`config.mk`:
```
export PLATFORM = sky130hd
export DESIGN_NAME = operand_fetch
export DESIGN_NICKNAME = d
export VERILOG_FILES = /design/src/rtl/operand_fetch_pkg.sv /design/src/rtl/operand_fetch_fwd_sel.sv /design/src/rtl/operand_fetch.sv
export SDC_FILE = /design/constraint.sdc
export NUM_CORES = 1
export LEC_CHECK = 0
export ABC_AREA = 1
export BUFFER_PORTS_ARGS = -buffer_cell sky130_fd_sc_hd__buf_2
export CORE_AREA = 2 2 137 139
export DETAILED_ROUTE_END_ITERATION = 8
export DIE_AREA = 0 0 139 141
export MAX_ROUTING_LAYER = met4
export PLACE_DENSITY = 0.74
export SLEW_MARGIN = 40
export SYNTH_ARGS = -nofsm -noshare
export SYNTH_HDL_FRONTEND = slang
export SYNTH_SLANG_ARGS = --single-unit
```
`constraint.sdc`:
```
create_clock -name clk -period 1.8 [get_ports clk]
set_input_delay 0 -clock clk [delete_from_list [all_inputs] [get_ports clk]]
set_output_delay 0 -clock clk [all_outputs]
set_load 0.005 [all_outputs]
```
`src/rtl/operand_fetch_pkg.sv`:
```
// rtl/operand_fetch_pkg.sv - shared register-number types and forward-select encoding
//
// Contents:
//   RNW        register-number width
//   RZERO      hard-wired zero register number
//   fwd_e      operand source select (FWD_RF, FWD_EX, FWD_MEM, FWD_WB)
//   reg_hit()  true when a writing stage targets a nonzero source register

package operand_fetch_pkg;

    localparam int RNW = 5;
    localparam logic [RNW-1:0] RZERO = '0;

    typedef enum logic [1:0] {
        FWD_RF  = 2'd0,
        FWD_EX  = 2'd1,
        FWD_MEM = 2'd2,
        FWD_WB  = 2'd3
    } fwd_e;

    function automatic logic reg_hit(
        input logic           wreg,
        input logic [RNW-1:0] wn,
        input logic [RNW-1:0] src
    );
        return wreg && (wn == src) && (src != RZERO);
    endfunction

endpackage

```
`src/rtl/operand_fetch_fwd_sel.sv`:
```
// rtl/operand_fetch_fwd_sel.sv - per-source forwarding select and operand mux
//
// Ports:
//   src, use_src                  source register number and whether it is read
//   ex_wreg, ex_m2reg, ex_wn, ex_alu   EX stage destination info and ALU result
//   mem_wreg, mem_wn, mem_data    MEM stage destination info and result
//   wb_wreg, wb_wn, wb_data       WB stage destination info and write data
//   q                             regfile read data for src
//   operand                       resolved operand value
//   stall                         this source cannot be resolved this cycle
//
// Build option: OPFETCH_WB_BYPASS_EN enables forwarding of wb_data; without it
// a WB match on a used source stalls until the regfile write has landed.

module fwd_sel
    import operand_fetch_pkg::*;
#(
    parameter int DW = 32
) (
    input  logic [RNW-1:0] src,
    input  logic           use_src,
    input  logic           ex_wreg,
    input  logic           ex_m2reg,
    input  logic [RNW-1:0] ex_wn,
    input  logic [DW-1:0]  ex_alu,
    input  logic           mem_wreg,
    input  logic [RNW-1:0] mem_wn,
    input  logic [DW-1:0]  mem_data,
    input  logic           wb_wreg,
    input  logic [RNW-1:0] wb_wn,
    input  logic [DW-1:0]  wb_data,
    input  logic [DW-1:0]  q,
    output logic [DW-1:0]  operand,
    output logic           stall
);

    logic ex_hit;
    logic mem_hit;
    logic wb_hit;
    fwd_e sel;

    assign ex_hit  = reg_hit(ex_wreg, ex_wn, src);
    assign mem_hit = reg_hit(mem_wreg, mem_wn, src);
    assign wb_hit  = reg_hit(wb_wreg, wb_wn, src);

    // A load in EX has no data yet, so it is skipped as a forwarding source
    // and instead raises a stall when the operand is actually consumed.
    always_comb begin
        sel   = FWD_RF;
        stall = 1'b0;
        if (ex_hit && !ex_m2reg) begin
            sel = FWD_EX;
        end else if (mem_hit) begin
            sel = FWD_MEM;
        end else if (wb_hit) begin
`ifdef OPFETCH_WB_BYPASS_EN
            sel = FWD_WB;
`else
            // Regfile write happens at this edge; read it back next cycle.
            sel   = FWD_RF;
            stall = use_src;
`endif
        end
        if (ex_hit && ex_m2reg) begin
            stall = use_src;
        end
    end

    always_comb begin
        operand = q;
        unique case (sel)
            FWD_EX:  operand = ex_alu;
            FWD_MEM: operand = mem_data;
            FWD_WB:  operand = wb_data;
            default: operand = q;
        endcase
        if (src == RZERO) begin
            operand = '0;
        end
    end

endmodule

```
`src/rtl/operand_fetch.sv`:
```
// rtl/operand_fetch.sv - operand resolution with forwarding, hazard stall and ID/EX register
//
// Ports:
//   clk, clrn                     clock (rising edge), async active-low reset
//   in_valid/in_ready, in_pc      decoded instruction handshake and PC
//   rs, rt, use_rs, use_rt        source registers and read enables
//   rna, rnb / qa, qb             regfile read addresses / read data
//   ex_*, mem_*, wb_*             downstream stage write-back info for forwarding
//   flush                         squash on branch/jump redirect
//   out_valid/out_ready           ID/EX handshake toward execute
//   out_pc, out_a, out_b          registered PC and resolved operands
//   hazard, stall_cnt             stall this cycle, saturating stall-cycle count
//
// Build option: OPFETCH_WB_BYPASS_EN (see fwd_sel).

module operand_fetch
    import operand_fetch_pkg::*;
#(
    parameter int DW   = 32,
    parameter int CNTW = 16
) (
    input  logic            clk,
    input  logic            clrn,
    input  logic            in_valid,
    output logic            in_ready,
    input  logic [DW-1:0]   in_pc,
    input  logic [RNW-1:0]  rs,
    input  logic [RNW-1:0]  rt,
    input  logic            use_rs,
    input  logic            use_rt,
    output logic [RNW-1:0]  rna,
    output logic [RNW-1:0]  rnb,
    input  logic [DW-1:0]   qa,
    input  logic [DW-1:0]   qb,
    input  logic            ex_wreg,
    input  logic            ex_m2reg,
    input  logic [RNW-1:0]  ex_wn,
    input  logic [DW-1:0]   ex_alu,
    input  logic            mem_wreg,
    input  logic [RNW-1:0]  mem_wn,
    input  logic [DW-1:0]   mem_data,
    input  logic            wb_wreg,
    input  logic [RNW-1:0]  wb_wn,
    input  logic [DW-1:0]   wb_data,
    input  logic            flush,
    output logic            out_valid,
    input  logic            out_ready,
    output logic [DW-1:0]   out_pc,
    output logic [DW-1:0]   out_a,
    output logic [DW-1:0]   out_b,
    output logic            hazard,
    output logic [CNTW-1:0] stall_cnt
);

    localparam logic [CNTW-1:0] CNT_ONE = CNTW'(1);

    logic [DW-1:0] opa;
    logic [DW-1:0] opb;
    logic          stall_a;
    logic          stall_b;
    logic          upd;
    logic          accept;

    assign rna = rs;
    assign rnb = rt;

    fwd_sel #(.DW(DW)) u_fwd_a (
        .src      (rs),
        .use_src  (use_rs),
        .ex_wreg  (ex_wreg),
        .ex_m2reg (ex_m2reg),
        .ex_wn    (ex_wn),
        .ex_alu   (ex_alu),
        .mem_wreg (mem_wreg),
        .mem_wn   (mem_wn),
        .mem_data (mem_data),
        .wb_wreg  (wb_wreg),
        .wb_wn    (wb_wn),
        .wb_data  (wb_data),
        .q        (qa),
        .operand  (opa),
        .stall    (stall_a)
    );

    fwd_sel #(.DW(DW)) u_fwd_b (
        .src      (rt),
        .use_src  (use_rt),
        .ex_wreg  (ex_wreg),
        .ex_m2reg (ex_m2reg),
        .ex_wn    (ex_wn),
        .ex_alu   (ex_alu),
        .mem_wreg (mem_wreg),
        .mem_wn   (mem_wn),
        .mem_data (mem_data),
        .wb_wreg  (wb_wreg),
        .wb_wn    (wb_wn),
        .wb_data  (wb_data),
        .q        (qb),
        .operand  (opb),
        .stall    (stall_b)
    );

    assign hazard   = in_valid & (stall_a | stall_b);
    assign upd      = ~out_valid | out_ready;
    assign in_ready = upd & ~hazard & ~flush;
    assign accept   = in_valid & in_ready;

    // ID/EX register. flush wins over both capture and the backpressure hold;
    // a bubble keeps the previous data so downstream sees no gratuitous toggles.
    always_ff @(posedge clk or negedge clrn) begin
        if (!clrn) begin
            out_valid <= 1'b0;
            out_pc    <= '0;
            out_a     <= '0;
            out_b     <= '0;
        end else if (flush) begin
            out_valid <= 1'b0;
        end else if (upd) begin
            out_valid <= accept;
            if (accept) begin
                out_pc <= in_pc;
                out_a  <= opa;
                out_b  <= opb;
            end
        end
    end

    always_ff @(posedge clk or negedge clrn) begin
        if (!clrn) begin
            stall_cnt <= '0;
        end else if (hazard && (stall_cnt != '1)) begin
            stall_cnt <= stall_cnt + CNT_ONE;
        end
    end

endmodule

```
==> out/metrics.cfg, run 1 <==
[min_path]
min_delay_path_depth=5
whs_endpoint=out_a[19]$_DFFE_PN0P_
min-delay-path-class=input pin to register
worstHoldStart=mem_data[19]

[status]
violations=hold timing
run_status=finished, violations left

[timing]
hold_viol=2
slew_headroom_pct=69.47
fin_crit_sh_pct=94.75
setup_viol=0
finClkSkew_ns=0.005704
report.final.slew_viol_count=0
finalCriticalPeriod_ns=1.705
max_freq_mhz=586.4
timing.hold.ws_ns=-0.03047
worst_pin_slew_ns=0.4579

[placement]
portBuffers=320
dp_hpwl_um=19630
gp_congestion=0.9902

[worst_setup_path]
critPathMaxStageDelay_ns=0.56
worstReg2RegStart=stall_cnt[0]$_DFFE_PN0P_
end_kind=register
critPathBufInv=7
arrival_ns=1.99
cp_cell_sequence=buf_2, nand2_1, nand2_1, inv_1, nand2_1, nor2_1, buf_4, nand2_1, buf_4, nand2_1, inv_2, buf_6, nand2_1, nand3_1, dlygate4sd3_1, nand2_1, o21ai_2
r2r-end=stall_cnt[0]$_DFFE_PN0P_
cpMostUsedCell=nand2_1
critical_path_class=input pin to register
r2r_slack_ns=0.14
worst-r2r-cell-count=9
crit_slowest_cell=dlygate4sd3_1
cp.required_ns=2.09
cp_max_fo=14
worstSetupStartpointType=input pin
cp_top_family=buffers and inverters

[final_layout]
drive_above_1_share_pct=35.56
fillCellCount=1534
area_delta_synth_final_pct=58.89
layout.nets=1714

[flow_run]
maxCapViolations=0

[floorplanning]
coreArea_um2=18270
design.die.area_um2=19600
pin_count=353
fp.dieH_um=141
rows=50
die_x_um=139
initial_core_util_pct=39.68

[global_routing]
grt_pass1_vias=8657
grt_overflow=0
grt_pass1_wl_um=44710
grt_max_degree=79
track_usage_pct=29.82
antenna_found_initial=6

[routing]
dr.pass1.iters=7
ant_nets=0
drc=0
vias=9001
detail_route.wl_per_cell_um=17.36
drtIter0Drc=497
drt-total-wl_um=30140
vias_per_cell=5.185

[cts]
clk_latency_ns=0.41
cts.sinks=113
ctsLongestPathBuffers=2
h-tree-depth=4
cts_tree=done
clk_pin_slew_worst_paths_ns=0.05
cts_buffers=17
cts-root-buf=clkbuf_16

[synth]
synth-seq-cells=113
syn_area_um2=7249
avgSynthCellArea_um2=7.235
ys_types=29
netlist_instances=1002
seq_area_frac_synth_pct=39.01
yosys_warnings=0
synth_nets=1231

[power]
seq_power_share_pct=36.1
switching_power_mw=2.681
p_clk_share_pct=36.9
switching_share_pct=30.22
intPower_mw=6.191
total_power_mw=8.872
power_density_nw_per_um2=770.3
comb_power_share_pct=27.0
leakage_nw=6.202
peakVddDrop_mv=0.6490

logic make-up (layout without fill, tap and decap cells):
| family | Yosys count | count (layout) | share of synthesized area [%] |
|---|---|---|---|
| and+or+nand+nor | 608 | 608 | 36.19 |
| other | 0 | 6 | 0 |
| buffers and inverters | 151 | 645 | 10.58 |
| AOI/OAI and AO/OA | 110 | 110 | 11.75 |
| adders and majority gates | 1 | 1 | 0.1726 |
| xor gates and xnor gates | 19 | 19 | 2.295 |
| DFF | 113 | 113 | 39.01 |
worst max-delay path by stage:
stage | endpoint | startpoint | slack (ns) | cells after the start
5_1_grt | out_a[8]$_DFFE_PN0P_ | rs[1] | -0.02 | 15
6_report | out_a[29]$_DFFE_PN0P_ | rs[1] | 0.09 | 17
2_1_floorplan | stall_cnt[10]$_DFFE_PN0P_ | stall_cnt[0]$_DFFE_PN0P_ | 0.006 | 9
4_1_cts | out_a[3]$_DFFE_PN0P_ | rs[0] | 0.02 | 15
3_5_place_dp | stall_cnt[5]$_DFFE_PN0P_ | rs[0] | -0.12 | 14
3_3_place_gp | stall_cnt[1]$_DFFE_PN0P_ | rs[0] | -0.03 | 14
layout make-up:
class	instances	area, um2	area share [%]
antenna	6	15.01	0.1304
timing repair buffer	533	3776	32.78
tap	234	292.8	2.542
inverter	82	307.8	2.672
clock buffer	20	456.7	3.965
multi-input combinational	738	3730	32.38
sequential	113	2828	24.55
clock inverter	10	112.6	0.9776
placed cells by master, fill, tap and decap left out, types with 2 or more instances in the layout:
cell type	instances
dfrtp_1	113
buf_12	9
dlygate4sd3_1	143
xnor2_1	9
clkinv_2	4
nor2_4	7
clkinv_4	2
buf_4	53
inv_2	13
nand3_4	2
nand3_2	2
nand2_1	397
clkbuf_8	2
clkinvlp_4	2
diode_2	6
inv_1	67
clkinv_1	2
nand2_2	5
bufinv_16	2
xor2_1	10
o21ai_2	80
o21ai_0	10
o21ai_1	13
nor3_1	8
nand4_1	51
buf_6	4
clkbuf_16	22
nor2_1	23
a21oi_1	4
buf_2	319
nand3_1	110
layer usage:
layer  track usage [%]  wire, um
met3             4.993      2497
met5                 -         0
met4             15.79      1517
met1             34.30     11490
met2             50.22     14640
metrics by stage:
stage | area (um2) | utilization [%] | cells | setup TNS [ns] | setup slack (ns)
after floorplan | 7249 | - | 1002 | 0 | 0.006258
after global placement | 9200 | 50.36 | 1542 | -0.2754 | -0.03283
after detailed placement | 9200 | 50.36 | 1542 | -1.709 | -0.1250
after CTS | 11230 | 61.48 | 1718 | 0 | 0.02053
after global routing | 11520 | 63.05 | 1736 | -0.07691 | -0.01917
final | 11520 | 63.05 | 1736 | 0 | 0.09458
Yosys cell counts:
cell / n / share of area (%)
nand2_1: 399 / 21
dfrtp_1: 113 / 39
nand3_1: 112 / 7.7
o21ai_2: 79 / 9.5
inv_1: 71 / 3.7
nand4_1: 51 / 4.4
nor2_1: 28 / 1.4
clkbuf_1: 25 / 1.3
buf_6: 19 / 3.0
o21ai_1: 14 / 0.97
buf_2: 13 / 0.90
buf_4: 11 / 1.1
o21ai_0: 10 / 0.69
xor2_1: 10 / 1.2
inv_2: 9 / 0.47
xnor2_1: 9 / 1.1
nor3_1: 8 / 0.55
a21oi_1: 5 / 0.35
nand2_2: 3 / 0.26
clkinv_1: 2 / 0.10
nand3_2: 2 / 0.28
nor2_4: 2 / 0.31
a21boi_0: 1 / 0.10
buf_1: 1 / 0.052
ha_1: 1 / 0.17
nand4_2: 1 / 0.17
nand4_4: 1 / 0.29
nor2_2: 1 / 0.086
o211ai_1: 1 / 0.10
worst register-to-register path: stages (launching register included):
cell and delay, ns:
dfrtp_1 0.36, ha_1 0.17, nand3_1 0.10, nor2_1 0.15, nand2_1 0.08, nor2_1 0.12, nand4_2 0.17, buf_4 0.24
nand4_1 0.09, nand2_1 0.06
power by group through the flow:
stage	combinational, mW	clock [mW]	sequential (mW)
floorplan	0.961	0	3.25
global placement	1.99	0	3.22
detailed placement	2.03	0	3.23
CTS	2.30	3.35	3.19
global route	2.62	3.46	3.25
finish	2.39	3.27	3.21
sequential cells by signal, indices dropped and copies added, names as in the netlist:
| register | count |
|---|---|
| out_a | 32 |
| out_b | 32 |
| out_pc | 32 |
| out_valid | 1 |
| stall_cnt | 16 |
timing repair:
item,in CTS,in global routing
setup endpoints to repair,0,39
hold buffers,146,0
resized for setup,0,29
endpoints found under the hold margin,208,0
buffers inserted,0,10
No activity file was read; power rests on OpenSTA's default activity.
==> run 2: changes to the inputs <==
- CORE_AREA: 2 2 137 139 -> unset
- CORE_MARGIN: unset -> 3
- CORE_UTILIZATION: unset -> 43
- DIE_AREA: 0 0 139 141 -> unset
- PLACE_DENSITY: 0.74 -> 0.78
==> run 2 against run 1 <==
  * The flow now finishes without violations
  * Critical endpoint is now out_b[3]$_DFFE_PN0P_
  * Critical path type unchanged
  * Highest routed layer unchanged
  * Clock-buffer cell count is 1 lower
  * Register-to-register slack lost 0.08 ns
  * Via count grew 1.8%
==> out/metrics.cfg, run 2 (same netlist as run 1, synthesis figures left out) <==
[power]
intPower_mw=6.130  ; was 6.191 mW
leakage_nw=6.135  ; was 6.202 nW
comb_power_share_pct=27.0  ; about the same
seq_power_share_pct=36.4  ; was 36.1%
total_power_mw=8.811  ; was 8.872 mW
switching_power_mw=2.681  ; about the same
p_clk_share_pct=36.6  ; was 36.9%
power_density_nw_per_um2=771.4  ; was 770.3 nW/um2
switching_share_pct=30.43  ; was 30.22%
peakVddDrop_mv=0.6061  ; was 0.6490 mV

[floorplanning]
rows=46  ; was 50
design.die.area_um2=18450  ; was 19600 um2
pin_count=353  ; unchanged
fp.dieH_um=135.8  ; was 141 um
initial_core_util_pct=44.82  ; was 39.68%
coreArea_um2=16170  ; was 18270 um2
die_x_um=135.8  ; was 139 um

[status]
run_status=complete, no violations  ; was finished, violations left

[routing]
vias=9166  ; was 9001
drc=0  ; unchanged
drtIter0Drc=758  ; was 497
detail_route.wl_per_cell_um=18.19  ; was 17.36 um
dr.pass1.iters=7  ; unchanged
vias_per_cell=5.367  ; was 5.185
drt-total-wl_um=31060  ; was 30140 um
ant_nets=0  ; unchanged

[worst_setup_path]
end_kind=register  ; unchanged
cp.required_ns=2.13  ; was 2.09 ns
critical_path_class=input pin to register  ; unchanged
worstSetupStartpointType=input pin  ; unchanged
worst-r2r-cell-count=9  ; unchanged
cp_max_fo=14  ; unchanged
arrival_ns=2.07  ; was 1.99 ns

[cts]
cts_buffers=17  ; unchanged
clk_pin_slew_worst_paths_ns=0.05  ; about the same
cts_tree=done  ; unchanged
h-tree-depth=4  ; unchanged
cts-root-buf=clkbuf_16  ; unchanged
clk_latency_ns=0.40  ; was 0.41 ns
ctsLongestPathBuffers=2  ; unchanged
cts.sinks=113  ; unchanged

[final_layout]
layout.nets=1700  ; was 1714
final_cells=1708  ; was 1736
reg_top3=out_a: 32 flops, out_b: 32 flops, out_pc: 32 flops  ; unchanged
multi_input_comb_area_um2=3714  ; was 3730 um2
final_common_cell=nand2_1  ; unchanged
area_delta_synth_final_pct=57.54  ; was 58.89%
fin_area_um2=11420  ; was 11520 um2
layout.area.seq_um2=2828  ; unchanged
utilization_pct=70.62  ; was 63.05%
layout_common_cells=nand2_1, buf_2, dlygate4sd3_1  ; unchanged
fillCellCount=1209  ; was 1534
drive_above_1_share_pct=34.48  ; was 35.56%

[timing]
slew_headroom_pct=62.21  ; was 69.47%
fin_crit_sh_pct=96.96  ; was 94.75%
max_freq_mhz=573.0  ; was 586.4 MHz
setup_ws_ns=0.05476  ; was 0.09458 ns
setup_viol=0  ; unchanged
finalCriticalPeriod_ns=1.745  ; was 1.705 ns
finClkSkew_ns=0.005534  ; was 0.005704 ns
report.final.slew_viol_count=0  ; unchanged
worst_pin_slew_ns=0.5669  ; was 0.4579 ns
hold_viol=0  ; was 2

[global_routing]
antenna_found_initial=7  ; was 6
track_usage_pct=33.26  ; was 29.82%
grt_pass1_vias=9071  ; was 8657
grt_pass1_wl_um=46720  ; was 44710 um
grt_max_degree=110  ; was 79
grt_overflow=0  ; unchanged

[min_path]
min-delay-path-class=input pin to register  ; unchanged
min_delay_path_depth=5  ; unchanged

[placement]
gp_congestion=0.9520  ; was 0.9902
placed_area_um2=9105  ; was 9200 um2
portBuffers=320  ; unchanged
dp.cells=1511  ; was 1542
dp_hpwl_um=19390  ; was 19630 um
pre_cts_ws_ns=-0.1028  ; was -0.1250 ns

[flow_run]
maxCapViolations=0  ; unchanged

-- run 2: worst paths after layout --
check                                    startpoint                   endpoint  slack (ns)
min in group asynchronous                      clrn      out_b[25]$_DFFE_PN0P_        0.12
max reg2reg                stall_cnt[0]$_DFFE_PN0P_  stall_cnt[15]$_DFFE_PN0P_        0.06
max                                           rt[0]       out_b[3]$_DFFE_PN0P_        0.05
min                                          qb[28]      out_b[28]$_DFFE_PN0P_        0.02
max in group asynchronous                      clrn     out_pc[17]$_DFFE_PN0P_        0.96
min reg2reg                   out_pc[8]$_DFFE_PN0P_      out_pc[8]$_DFFE_PN0P_        0.47
-- run 2: what timing repair did --
item / in CTS / in global routing
buffers inserted: 0 / 5
endpoints found under the hold margin: 132 / 0
hold buffers: 149 / 0
gates resized for setup: 0 / 28
endpoints found under the setup margin: 0 / 37
-- run 2: metal layers --
layer / up-vias / wire [um] / global-route usage (%)
met4: 0 / 1516 / 18.03
met2: 650 / 15050 / 55.25
li1: 4188 / - / -
met5: - / 0 / -
met1: 4175 / 11480 / 36.94
met3: 153 / 3012 / 8.105
-- run 2: critical path, cell delays in order --
cell	delay, ns
clkbuf_4	0.16
nor2_4	0.13
nand3_1	0.09
nor2_2	0.14
nor2_1	0.07
nand2_1	0.10
buf_4	0.13
nand2_1	0.06
inv_2	0.11
buf_12	0.16
nand2_1	0.08
nand3_1	0.07
dlygate4sd3_1	0.55
nand2_1	0.06
o21ai_2	0.15
-- run 2: power by group through the flow --
| stage | clock network, mW | logic [mW] | registers (mW) |
|---|---|---|---|
| final | 3.22 | 2.38 | 3.21 |
| after global routing | 3.38 | 2.60 | 3.24 |
| after CTS | 3.29 | 2.28 | 3.19 |
| after detailed placement | 0 | 2.02 | 3.22 |
| after global placement | 0 | 1.97 | 3.22 |
| after floorplan | 0 | 0.961 | 3.25 |
-- run 2: area by class of cell --
cell class              instances  area share, %
multi-input cells             738          32.52
repair buffers                519          32.49
flip-flops and latches        113          24.76
clock buffers                  19          3.878
inverters                      82          2.750
well taps                     216          2.366
clock inverters                11          1.019
diodes                         10         0.2191
-- run 2: through the flow --
step	hold slack, ns	setup TNS, ns
2_1_floorplan	-0.2956	0
3_3_place_gp	0.01409	-1.248
3_5_place_dp	0.03108	-2.143
4_1_cts	0.0006985	0
5_1_grt	0.02859	-0.6377
6_report	0.01749	0
